`config.mk`:
```
export PLATFORM = sky130hd
export DESIGN_NAME = uart_baud_ctrl
export DESIGN_NICKNAME = d
export VERILOG_FILES = /design/src/rtl/uart_baud_pkg.sv /design/src/rtl/uart_autobaud_meter.sv /design/src/rtl/uart_baud_ctrl.sv
export SDC_FILE = /design/constraint.sdc
export NUM_CORES = 1
export LEC_CHECK = 0
export ABC_CLOCK_PERIOD_IN_PS = 7150
export CAP_MARGIN = 30
export CORE_MARGIN = 1
export CORE_UTILIZATION = 50
export CTS_BUF_LIST = sky130_fd_sc_hd__clkbuf_4
export DETAILED_ROUTE_END_ITERATION = 8
export HOLD_SLACK_MARGIN = 0.03
export PLACE_DENSITY = 0.75
export SYNTH_ARGS = -nofsm -noshare
export SYNTH_HDL_FRONTEND = slang
export SYNTH_SLANG_ARGS = --single-unit
```
`constraint.sdc`:
```
create_clock -name i_clk -period 7.15 [get_ports i_clk]
set_clock_uncertainty 0.2 [all_clocks]
set_input_delay 1.0725 -clock i_clk [delete_from_list [all_inputs] [get_ports i_clk]]
set_output_delay 1.0725 -clock i_clk [all_outputs]
set_load 0.03 [all_outputs]
```
`src/rtl/uart_baud_pkg.sv`:
```
// Shared state encoding and default parameters for the UART baud timebase.
// The auto-baud states exist only when UART_AUTOBAUD_EN is defined.
package uart_baud_pkg;

  localparam int                       SIZE_BAUD_DEF   = 24;
  localparam int                       OSR_DEF         = 16;
  localparam logic [SIZE_BAUD_DEF-1:0] DEFAULT_DIV_DEF = 24'd26;

  typedef enum logic [2:0] {
    ST_IDLE    = 3'd0,
    ST_RUN     = 3'd1,
    ST_DRAIN   = 3'd2,
    ST_LOAD    = 3'd3
`ifdef UART_AUTOBAUD_EN
    ,
    ST_AB_ARM  = 3'd4,
    ST_AB_MEAS = 3'd5
`endif
  } baud_state_e;

endpackage

```
`src/rtl/uart_autobaud_meter.sv`:
```
// Auto-baud start-bit meter: synchronises the RX line, detects edges, measures
// the low width in clocks (saturating) and converts it to an oversample divisor.
module uart_autobaud_meter
  import uart_baud_pkg::*;
#(
  parameter int SIZE_BAUD = SIZE_BAUD_DEF,
  parameter int OSR       = OSR_DEF
) (
  input  logic                 i_clk,
  input  logic                 i_rst,
  input  logic                 i_rx,
  input  logic                 i_arm,
  input  logic                 i_meas,
  output logic                 o_fall,
  output logic                 o_rise,
  output logic [SIZE_BAUD-1:0] o_div
);

  localparam int SHIFT = $clog2(OSR);

  logic [2:0]           rx_sh;
  logic                 rx_s;
  logic                 rx_d;
  logic [SIZE_BAUD-1:0] width_q;
  logic [SIZE_BAUD-1:0] quot;

  // rx_sh[1] is the synchronised line, rx_sh[2] its previous value for edge detect
  always_ff @(posedge i_clk or posedge i_rst) begin
    if (i_rst) begin
      rx_sh   <= 3'b111;
      width_q <= '0;
    end else begin
      rx_sh <= {rx_sh[1:0], i_rx};
      if (i_arm) begin
        width_q <= SIZE_BAUD'(1);
      end else if (i_meas && !rx_s && (width_q != '1)) begin
        width_q <= width_q + SIZE_BAUD'(1);
      end
    end
  end

  assign rx_s   = rx_sh[1];
  assign rx_d   = rx_sh[2];
  assign o_fall = rx_d && !rx_s;
  assign o_rise = !rx_d && rx_s;
  assign quot   = width_q >> SHIFT;
  assign o_div  = (quot == '0) ? '0 : quot - SIZE_BAUD'(1);

endmodule

```
`src/rtl/uart_baud_ctrl.sv`:
```
// UART baud timebase: oversample/bit tick generation with safe divisor reconfiguration.
// Auto-baud measurement is included when UART_AUTOBAUD_EN is defined.
//
// state    | meaning
// IDLE     | timebase stopped
// RUN      | counting, ticks at active divisor
// DRAIN    | divisor pending, ticking at old rate until TX and RX idle
// LOAD     | apply pending divisor, counters restart (1 cycle)
// AB_ARM   | auto-baud armed, waiting for start-bit falling edge
// AB_MEAS  | auto-baud measuring start-bit low width
module uart_baud_ctrl
  import uart_baud_pkg::*;
#(
  parameter int                   SIZE_BAUD   = SIZE_BAUD_DEF,
  parameter int                   OSR         = OSR_DEF,
  parameter logic [SIZE_BAUD-1:0] DEFAULT_DIV = SIZE_BAUD'(DEFAULT_DIV_DEF)
) (
  input  logic                 i_clk,
  input  logic                 i_rst,
  input  logic                 i_enable,
  input  logic                 i_cfg_valid,
  input  logic [SIZE_BAUD-1:0] i_cfg_div,
  output logic                 o_cfg_ready,
  input  logic                 i_tx_busy,
  input  logic                 i_rx_busy,
  output logic                 o_os_tick,
  output logic                 o_bit_tick,
  output logic [SIZE_BAUD-1:0] o_active_div,
  output logic                 o_pending,
  input  logic                 i_rx,
  input  logic                 i_ab_start,
  output logic                 o_ab_done
);

  localparam int             OSW     = $clog2(OSR);
  localparam logic [OSW-1:0] OS_LAST = OSW'(OSR - 1);

  baud_state_e          state_q;
  baud_state_e          state_d;
  logic [SIZE_BAUD-1:0] cnt_q;
  logic [OSW-1:0]       os_idx_q;
  logic [SIZE_BAUD-1:0] active_div_q;
  logic [SIZE_BAUD-1:0] pend_div_q;
  logic                 pending_q;
  logic                 cfg_ready_q;
  logic                 ab_done_q;

  logic cfg_acc;
  logic bus_idle;
  logic apply_now;
  logic counting;
  logic os_tick;
  logic ab_load;

`ifdef UART_AUTOBAUD_EN
  logic                 ab_go;
  logic                 ab_fall;
  logic                 ab_rise;
  logic [SIZE_BAUD-1:0] ab_div;

  uart_autobaud_meter #(
    .SIZE_BAUD (SIZE_BAUD),
    .OSR       (OSR)
  ) u_meter (
    .i_clk  (i_clk),
    .i_rst  (i_rst),
    .i_rx   (i_rx),
    .i_arm  (state_q == ST_AB_ARM),
    .i_meas (state_q == ST_AB_MEAS),
    .o_fall (ab_fall),
    .o_rise (ab_rise),
    .o_div  (ab_div)
  );

  assign ab_go = i_ab_start && !pending_q;
`else
  logic unused_ab;
  assign unused_ab = i_rx ^ i_ab_start;
`endif

  assign cfg_acc   = i_cfg_valid && cfg_ready_q;
  assign bus_idle  = !i_tx_busy && !i_rx_busy;
  assign apply_now = !i_enable || bus_idle;
  assign counting  = (state_q == ST_RUN) || (state_q == ST_DRAIN);
  assign os_tick   = counting && (cnt_q == active_div_q);

  always_comb begin
    state_d = state_q;
    ab_load = 1'b0;
    case (state_q)
      ST_IDLE: begin
        if (cfg_acc)        state_d = apply_now ? ST_LOAD : ST_DRAIN;
        // a DRAIN interrupted by disable still owes its apply
        else if (pending_q) state_d = ST_LOAD;
`ifdef UART_AUTOBAUD_EN
        else if (ab_go)     state_d = ST_AB_ARM;
`endif
        else if (i_enable)  state_d = ST_RUN;
      end
      ST_RUN: begin
        if (cfg_acc)        state_d = apply_now ? ST_LOAD : ST_DRAIN;
`ifdef UART_AUTOBAUD_EN
        else if (ab_go)     state_d = ST_AB_ARM;
`endif
        else if (!i_enable) state_d = ST_IDLE;
      end
      ST_DRAIN: begin
        if (!i_enable)      state_d = ST_IDLE;
        else if (bus_idle)  state_d = ST_LOAD;
      end
      ST_LOAD: state_d = i_enable ? ST_RUN : ST_IDLE;
`ifdef UART_AUTOBAUD_EN
      ST_AB_ARM: begin
        if (ab_fall) state_d = ST_AB_MEAS;
      end
      ST_AB_MEAS: begin
        if (ab_rise) begin
          state_d = ST_LOAD;
          ab_load = 1'b1;
        end
      end
`endif
      default: state_d = ST_IDLE;
    endcase
  end

  always_ff @(posedge i_clk or posedge i_rst) begin
    if (i_rst) begin
      state_q      <= ST_IDLE;
      cnt_q        <= '0;
      os_idx_q     <= '0;
      active_div_q <= DEFAULT_DIV;
      pend_div_q   <= '0;
      pending_q    <= 1'b0;
      cfg_ready_q  <= 1'b1;
      ab_done_q    <= 1'b0;
    end else begin
      state_q   <= state_d;
      ab_done_q <= ab_load;

      if (counting && ((state_d == ST_RUN) || (state_d == ST_DRAIN))) begin
        if (os_tick) begin
          cnt_q    <= '0;
          os_idx_q <= os_idx_q + OSW'(1);
        end else begin
          cnt_q <= cnt_q + SIZE_BAUD'(1);
        end
      end else begin
        cnt_q    <= '0;
        os_idx_q <= '0;
      end

      if (cfg_acc) begin
        pend_div_q  <= i_cfg_div;
        pending_q   <= 1'b1;
        cfg_ready_q <= 1'b0;
      end
`ifdef UART_AUTOBAUD_EN
      if (ab_load) begin
        pend_div_q <= ab_div;
        pending_q  <= 1'b1;
      end
      if (state_d == ST_AB_ARM) cfg_ready_q <= 1'b0;
`endif
      if (state_q == ST_LOAD) begin
        active_div_q <= pend_div_q;
        pending_q    <= 1'b0;
        cfg_ready_q  <= 1'b1;
      end
    end
  end

  assign o_os_tick    = os_tick;
  assign o_bit_tick   = os_tick && (os_idx_q == OS_LAST);
  assign o_active_div = active_div_q;
  assign o_pending    = pending_q;
  assign o_cfg_ready  = cfg_ready_q;
  assign o_ab_done    = ab_done_q;

endmodule
```
==> impl_metrics.env, run 1 <==
export IMPL_syn_area_per_cell_sq_um=12.4
export IMPL_cts_buffer_depth=2
export IMPL_holdWs_ns=0.312
export IMPL_synthTopCellsByArea="dfrtp_1 (52%), mux2_2 (14%), xor2_1 (6.8%)"
export IMPL_synth_common_cells="dfrtp_1 (77), mux2_2 (48), nor3_1 (29), xor2_1 (29), xnor2_1 (18)"
export IMPL_pin_count=61
export IMPL_worst_slew_pin_slew_ns=1.01
export IMPL_slew_viol_final=0
export IMPL_place_congestion=0.740
export IMPL_crit_path_end_kind="output port"
export IMPL_min_period_ns=4.09
export IMPL_dr_pass1_iters=4
export IMPL_synth_top_cell_by_area="dfrtp_1"
export IMPL_finalSetupViolations=0
export IMPL_min_period_over_period=0.572
export IMPL_final_setup_tns_ns=0
export IMPL_yosysWarnings=0
export IMPL_pwr_density_cell_mw_per_mm2=343
export IMPL_io_buffers=57
export IMPL_maxCapViolations=0
export IMPL_rsz0062_at_grt="false"
export IMPL_insertion_delay_ns=0.42
export IMPL_coreArea_sq_mm=0.00725
export IMPL_synth_seq_area_share=0.544
export IMPL_cts_tree="done"
export IMPL_nets=397
export IMPL_synth_area_sq_mm=0.00373
export IMPL_drt_iter0_markers=192
export IMPL_crit_fanout=10
export IMPL_num_rows=31
export IMPL_status="completed"
export IMPL_die_h_um=88.4
export IMPL_syn_inst=302
export IMPL_fill_cells=599
export IMPL_die_w_um=88.4
export IMPL_place_ws_ns=3.47
export IMPL_async_flop_share=1.00
export IMPL_synthToLayoutAreaGrowth_pct=23.0
export IMPL_placed_cells=451
export IMPL_min_path_type="reg -> reg"
export IMPL_ys_ff_latch=81
export IMPL_hold_buffers=0
export IMPL_fmax_mhz=245
export IMPL_fin_cells=467
export IMPL_slew_headroom=0.328
export IMPL_synth_edf_count=0
export IMPL_cts_resized=0
export IMPL_drcViolationCount=0
export IMPL_grt_ovfl_total=0
export IMPL_ir_drop_mv=0.213
export IMPL_grt_pass1_wl_mm=11.7
export IMPL_start_kind="flop"
export IMPL_cts_setup_buffers=0
export IMPL_synth_cell_types=42
export IMPL_crit_arrival_ns=2.82
export IMPL_hpwl_mm=4.86
export IMPL_multi_input_comb_area_sq_mm=0.00162
export IMPL_cts_max_level=3
export IMPL_grtUsageTotal=0.200
export IMPL_grt_pass1_vias=2398
export IMPL_cts_made_buffers=9
export IMPL_crit_required_ns=5.88
export IMPL_path_class="reg -> out"
export IMPL_p_leak_nw=1.91
export IMPL_yosysMostFrequentCell="dfrtp_1"
export IMPL_register_area_sq_mm=0.00203
export IMPL_dieArea_sq_mm=0.00782
export IMPL_finalHoldViolations=0
export IMPL_num_antenna_cells=0
export IMPL_finalWirelength_mm=7.01
export IMPL_via_per_inst=5.34
export IMPL_cts_sinks=81
export IMPL_drive_above_1_share=0.234
export IMPL_synth_ff_type="dfrtp_1"
export IMPL_cts_root_buf="clkbuf_4"
export IMPL_antenna_found_initial=0
export IMPL_layout_setup_ws_ns=3.06
export IMPL_synth_top_area_share=0.516
export IMPL_grt_max_degree=70
export IMPL_wl_per_cell_um=15.0
export IMPL_ant_nets=0
export IMPL_clkTransAtPathRegs_ns=0.12
export IMPL_vias=2496
export IMPL_start_util=0.515
==> worst max-delay path, stage by stage, from the launching register on <==
cell             delay, ns
dfstp_2               0.58
xor2_1                0.09
nor4_1                0.43
nand3_2               0.27
nor2_1                0.19
and4_1                0.20
clkdlybuf4s50_1       0.66
==> path summary, 6_finish.rpt <==
path	from	cells past startpoint	slack [ns]	to
worst max-delay path	o_active_div[3]	6	3.06	o_bit_tick
min in group asynchronous	i_rst	3	0.75	pend_div_q[9]
worst max register to register	o_active_div[3]	5	4.46	cnt_q[1]
worst min register to register	o_cfg_ready	2	0.31	o_cfg_ready
worst min-delay path	o_cfg_ready	2	0.31	o_cfg_ready
max in group asynchronous	i_rst	4	5.38	o_cfg_ready
==> sequential cells by signal, indices dropped and copies added, names as in the netlist <==
| name | flops |
|---|---|
| o_active_div | 24 |
| pend_div_q | 24 |
| o_pending | 1 |
| state_q | 3 |
| os_idx_q | 4 |
| cnt_q | 24 |
| o_cfg_ready | 1 |
==> kinds of logic (layout without fill, tap and decap cells) <==
| group | Yosys count | in the layout | synth area share |
|---|---|---|---|
| mux | 49 | 49 | 0.147 |
| buf+inv | 21 | 86 | 0.0241 |
| other cells | 1 | 2 | 0.00100 |
| simple gates | 84 | 84 | 0.130 |
| fa+ha+maj | 2 | 2 | 0.00670 |
| xor+xnor | 47 | 47 | 0.110 |
| flops | 81 | 81 | 0.544 |
| compound gates | 17 | 17 | 0.0359 |
==> placed cells by master, fill, tap and decap left out, drive strengths merged <==
master / n
a211o: 1
a21oi: 3
a2bb2oi: 1
a31oi: 1
and2: 2
and4: 5
buf: 4
bufinv: 2
clkbuf: 11
clkdlybuf4s50: 57
clkinv: 1
clkinvlp: 2
conb: 2
dfrtp: 77
dfstp: 4
ha: 2
inv: 9
mux2: 48
mux2i: 1
nand2: 7
nand3: 9
nand3b: 1
nand4: 6
nor2: 13
nor2b: 2
nor3: 29
nor3b: 2
nor4: 6
o211ai: 1
o21a: 3
o21ai: 1
o21ba: 2
o2bb2ai: 1
o31ai: 3
or4: 2
xnor2: 18
xor2: 29
==> where the power goes <==
part | internal [W] | switching, W | total (W)
Combinational | 0.000281 | 0.000279 | 0.000560
Clock | 0.000149 | 0.000156 | 0.000305
Sequential | 0.000602 | 0.000110 | 0.000712
==> stage by stage <==
| step | utilization | instance area (sq um) | power (W) |
|---|---|---|---|
| finish | 0.633 | 4590 | 0.00158 |
| global route | 0.633 | 4590 | 0.00167 |
| CTS | 0.633 | 4590 | 0.00159 |
| detailed placement | 0.610 | 4430 | 0.00129 |
| global placement | 0.607 | 4400 | 0.00127 |
| floorplan | - | 3740 | 0.00107 |
==> layer usage <==
layer  global-route usage  vias up  part of all wire  wire (um)
li1                     -     1190                 -          -
met1                0.284     1243              0.47       3280
met2                0.299       51              0.48       3350
met3               0.0410       12             0.033        234
met4               0.0850        0             0.020        142
met5                    0        -                 0          0
==> layout make-up <==
| type | count | area share |
|---|---|---|
| Sequential cell | 81 | 0.443 |
| Multi-Input combinational cell | 201 | 0.352 |
| Timing Repair Buffer | 61 | 0.135 |
| Tap cell | 99 | 0.0270 |
| Clock buffer | 11 | 0.0180 |
| Clock inverter | 5 | 0.0174 |
| Inverter | 9 | 0.00736 |
(Power assumes the default switching activity.)
==> inputs of run 2 (changes only) <==
Settings changed: ABC_CLOCK_PERIOD_IN_PS 7150 to 3700, PLACE_DENSITY 0.75 to 0.78.
Clock period 7.15 ns to 3.7 ns, I/O delays scaled along.
==> run 2 against run 1 <==
Compared with the run above: setup slack got worse by 2.7 ns; sequential power rose by 92%; final cell count is 0.21% higher; utilization is 0.16 points lower; critical path depth is 1 lower; die area did not move; first-iteration DRC count down 33%; worst hold slack improved by 0.0036 ns; critical path type unchanged; largest power group unchanged.
==> impl_metrics.env, run 2 (same netlist as run 1, synthesis figures left out) <==
export IMPL_finalWirelength_mm=7.18
export IMPL_place_congestion=0.802
export IMPL_slew_viol_final=0
export IMPL_status="completed"
export IMPL_grt_pass1_wl_mm=11.7
export IMPL_dieArea_sq_mm=0.00782
export IMPL_drive_above_1_share=0.236
export IMPL_synthToLayoutAreaGrowth_pct=22.7
export IMPL_cts_sinks=81
export IMPL_antenna_found_initial=0
export IMPL_crit_fanout=9
export IMPL_cts_tree="done"
export IMPL_hold_path_depth=2
export IMPL_io_buffers=57
export IMPL_finalSetupViolations=0
export IMPL_insertion_delay_ns=0.43
export IMPL_die_h_um=88.4
export IMPL_fin_cells=468
export IMPL_path_class="reg -> out"
export IMPL_fill_cells=595
export IMPL_r2r_end="os_idx_q[1]"
export IMPL_grtUsageTotal=0.200
export IMPL_crit_arrival_ns=2.61
export IMPL_final_common_cell="dfrtp_1"
export IMPL_p_int_w=0.00192
export IMPL_start_util=0.515
export IMPL_rsz0062_at_grt="false"
export IMPL_grt_max_degree=49
export IMPL_pwr_density_cell_mw_per_mm2=656
export IMPL_min_period_over_period=0.909
export IMPL_via_per_inst=5.41
export IMPL_fin_area_sq_mm=0.00458
export IMPL_grt_pass1_vias=2417
export IMPL_vias=2532
export IMPL_min_from="o_cfg_ready"
export IMPL_fmax_mhz=297
export IMPL_wl_per_cell_um=15.3
export IMPL_drcViolationCount=0
export IMPL_nets=398
export IMPL_cts_max_level=3
export IMPL_holdPathEnd="o_cfg_ready"
export IMPL_crit_required_ns=2.94
export IMPL_finalHoldViolations=0
export IMPL_final_setup_tns_ns=0
export IMPL_r2r_start="o_cfg_ready"
export IMPL_ir_drop_mv=0.419
export IMPL_hpwl_mm=5.04
export IMPL_regToRegSetupSlack_ns=1.12
export IMPL_maxCapViolations=0
export IMPL_min_period_ns=3.36
export IMPL_slew_headroom=0.526
export IMPL_crit_path_end_kind="output port"
export IMPL_clkPwrFrac=0.178
export IMPL_worst_slew_pin_slew_ns=0.710
export IMPL_p_leak_nw=1.93
export IMPL_multi_input_comb_area_sq_mm=0.00162
export IMPL_grt_ovfl_total=0
export IMPL_cts_root_buf="clkbuf_4"
export IMPL_switching_power_w=0.00108
export IMPL_min_path_type="reg -> reg"
export IMPL_start_kind="flop"
export IMPL_power_share_switching=0.361
export IMPL_dr_pass1_iters=4
export IMPL_num_antenna_cells=0
export IMPL_register_area_sq_mm=0.00203
export IMPL_holdWs_ns=0.315
export IMPL_hold_buffers=0
export IMPL_r2r_cells=5
export IMPL_drt_iter0_markers=129
export IMPL_die_w_um=88.4
export IMPL_ant_nets=0
export IMPL_clkTransAtPathRegs_ns=0.13
export IMPL_coreArea_sq_mm=0.00725
export IMPL_place_area_sq_mm=0.00443
export IMPL_num_rows=31
export IMPL_final_cell_mix="dfrtp_1 (77), clkdlybuf4s50_1 (56), mux2_2 (48)"
export IMPL_cts_made_buffers=9
export IMPL_cts_buffer_depth=2
export IMPL_pin_count=61
export IMPL_seqPwrFrac=0.457
export IMPL_placed_cells=452
export IMPL_comb_power_share=0.365
==> run 2: critical path: stages (launching register included) <==
cell,delay [ns]
dfrtp_1,0.47
xor2_1,0.18
nor4_2,0.38
nand4_2,0.28
nor2_1,0.18
clkdlybuf4s50_1,0.69
==> run 2: per-layer routing <==
layer / vias to the layer above / track usage / wire length, um
li1: 1193 / - / -
met1: 1259 / 0.270 / 3260
met2: 73 / 0.322 / 3530
met3: 7 / 0.0392 / 337
met4: 0 / 0.0762 / 57
met5: - / 0 / 0
==> run 2: per-stage QoR <==
stage | util | total power, W | worst slack, ns
after CTS | 0.630 | 0.00303 | 0.123
after global routing | 0.631 | 0.00318 | 0.197
after floorplan | - | 0.00206 | 0.755
after detailed placement | 0.610 | 0.00249 | 0.610
after global placement | 0.610 | 0.00246 | 0.638
final | 0.631 | 0.00300 | 0.336
==> run 2: power by group through the flow <==
stage	Combinational [W]	Clock, W	Sequential (W)
detailed placement	0.00109	0	0.00140
CTS	0.00110	0.000548	0.00138
global route	0.00117	0.000589	0.00141
floorplan	0.000479	0	0.00158
finish	0.00110	0.000534	0.00137
global placement	0.00107	0	0.00139
==> run 2: worst max path at each step <==
stage	slack, ns	startpoint	endpoint
2_1_floorplan	0.75	o_active_div[11]	o_bit_tick
5_1_grt	0.20	o_active_div[1]	o_os_tick
3_5_place_dp	0.61	o_active_div[3]	o_bit_tick
3_3_place_gp	0.64	cnt_q[13]	o_bit_tick
6_report	0.34	cnt_q[17]	o_os_tick
4_1_cts	0.12	o_active_div[3]	o_bit_tick
==> run 2: area by class of cell <==
cell class,count,share of cell area
flip-flops and latches,81,0.444
multi-input cells,201,0.354
repair buffers,62,0.136
well taps,99,0.0270
clock inverters,7,0.0169
clock buffers,9,0.0148
inverters,9,0.00738
==> run 2: repair_timing <==
| action | CTS | global route |
|---|---|---|
| setup buffers | 0 | 0 |
| endpoints found under the setup margin | 0 | 1 |
| gates resized for setup | 0 | 2 |
==> inputs of run 3 (changes only) <==
Settings changed: CORE_UTILIZATION 50 to 34, PLACE_DENSITY 0.78 to not set, SKIP_LAST_GASP set to 1, SLEW_MARGIN set to 40.
==> run 3 against run 2 <==
Compared with the run above: power rose by 4.4%; sequential share of layout area down 1.1 points; worst hold slack got worse by 0.0048 ns; sequential cell count unchanged; final area up 2.5%; critical path depth increased by 1; routed wire length up 5.8%; final cell count rose by 8.5%.
==> impl_metrics.env, run 3 (same netlist as run 1, synthesis figures left out) <==
export IMPL_finalHoldViolations=0
export IMPL_pin_count=61
export IMPL_crit_required_ns=2.94
export IMPL_seqPwrFrac=0.440
export IMPL_hpwl_mm=5.35
export IMPL_place_congestion=0.723
export IMPL_io_buffers=57
export IMPL_regToRegSetupSlack_ns=1.10
export IMPL_insertion_delay_ns=0.43
export IMPL_hold_buffers=0
export IMPL_slew_headroom=0.590
export IMPL_num_rows=37
export IMPL_num_antenna_cells=0
export IMPL_cts_made_buffers=9
export IMPL_crit_fanout=10
export IMPL_final_cell_mix="dfrtp_1 (77), clkdlybuf4s50_1 (57), mux2_2 (48)"
export IMPL_die_w_um=107
export IMPL_vias=2506
export IMPL_min_path_type="in -> async"
export IMPL_final_common_cell="dfrtp_1"
export IMPL_grtUsageTotal=0.150
export IMPL_cts_buffer_depth=2
export IMPL_synthToLayoutAreaGrowth_pct=25.8
export IMPL_r2r_start="o_cfg_ready"
export IMPL_drive_above_1_share=0.245
export IMPL_start_kind="flop"
export IMPL_holdWs_ns=0.310
export IMPL_grt_pass1_vias=2569
export IMPL_p_leak_nw=1.94
export IMPL_p_int_w=0.00207
export IMPL_finalWirelength_mm=7.60
export IMPL_switching_power_w=0.00107
export IMPL_slew_viol_final=0
export IMPL_clkTransAtPathRegs_ns=0.13
export IMPL_coreArea_sq_mm=0.0105
export IMPL_rsz0062_at_grt="false"
export IMPL_power_share_switching=0.340
export IMPL_cts_tree="done"
export IMPL_place_area_sq_mm=0.00447
export IMPL_min_period_ns=3.47
export IMPL_status="completed"
export IMPL_maxCapViolations=0
export IMPL_path_class="reg -> out"
export IMPL_cts_root_buf="clkbuf_4"
export IMPL_cts_max_level=3
export IMPL_worst_slew_pin_slew_ns=0.615
export IMPL_min_period_over_period=0.939
export IMPL_via_per_inst=4.93
export IMPL_fill_cells=1020
export IMPL_die_h_um=107
export IMPL_drt_iter0_markers=137
export IMPL_grt_max_degree=43
export IMPL_comb_power_share=0.351
export IMPL_crit_path_end_kind="output port"
export IMPL_clkPwrFrac=0.209
export IMPL_dieArea_sq_mm=0.0114
export IMPL_pwr_density_cell_mw_per_mm2=668
export IMPL_start_util=0.357
export IMPL_dr_pass1_iters=4
export IMPL_crit_arrival_ns=2.72
export IMPL_register_area_sq_mm=0.00203
export IMPL_wl_per_cell_um=15.0
export IMPL_final_setup_tns_ns=0
export IMPL_antenna_found_initial=0
export IMPL_nets=401
export IMPL_grt_ovfl_total=0
export IMPL_r2r_end="os_idx_q[0]"
export IMPL_fmax_mhz=288
export IMPL_cts_sinks=81
export IMPL_fin_area_sq_mm=0.00470
export IMPL_multi_input_comb_area_sq_mm=0.00163
export IMPL_grt_pass1_wl_mm=13.0
export IMPL_r2r_cells=5
export IMPL_ir_drop_mv=0.363
export IMPL_finalSetupViolations=0
export IMPL_total_power_w=0.00313
export IMPL_drcViolationCount=0
export IMPL_ant_nets=0
run 3: worst max-delay path by stage:
stage / endpoint / cells past startpoint / start / slack (ns)
finish: o_bit_tick / 6 / o_active_div[3] / 0.23
global route: o_bit_tick / 6 / o_active_div[3] / 0.0006
CTS: o_bit_tick / 6 / o_active_div[3] / 0.07
detailed placement: os_idx_q[0] / 6 / i_cfg_valid / 0.55
global placement: os_idx_q[1] / 6 / i_cfg_valid / 0.59
floorplan: o_bit_tick / 5 / o_active_div[11] / 0.75
run 3: critical path, stage by stage, from the launching register on:
cell and delay (ns):
dfstp_2 0.58, xor2_1 0.09, nor4_2 0.35, nand3_2 0.22, nor2_1 0.18, and4_1 0.20
clkdlybuf4s50_1 0.66
run 3: stage by stage:
stage               setup slack, ns  std cells   util
floorplan                     0.755        303      -
finish                        0.226        508  0.449
detailed placement            0.546        489  0.428
CTS                          0.0653        505  0.445
global placement              0.590        489  0.428
global route               0.000637        508  0.449
run 3: timing repair:
action	in CTS	in global routing
endpoints found under the hold margin	0	0
setup endpoints to repair	0	1
buffers inserted	0	3
gates resized for setup	0	2
run 3: layer usage:
metal  vias to the layer above  track usage  share of wire
met1                      1238        0.201           0.47
met4                         0       0.0646          0.023
met2                        55        0.227           0.46
li1                       1196            -              -
met3                        17       0.0401          0.045
met5                         -            0              0
run 3: cell type report:
type,count,share of cell area
Clock buffer,11,0.0176
Tap cell,136,0.0362
Multi-Input combinational cell,201,0.347
Clock inverter,5,0.0221
Inverter,9,0.00773
Timing Repair Buffer,65,0.137
Sequential cell,81,0.433
run 3: power by group through the flow:
stage / clock [W] / sequential, W / combinational (W)
after floorplan: 0 / 0.00158 / 0.000479
after global placement: 0 / 0.00139 / 0.00109
after detailed placement: 0 / 0.00140 / 0.00110
after CTS: 0.000681 / 0.00139 / 0.00111
after global routing: 0.000716 / 0.00142 / 0.00119
final: 0.000655 / 0.00138 / 0.00110
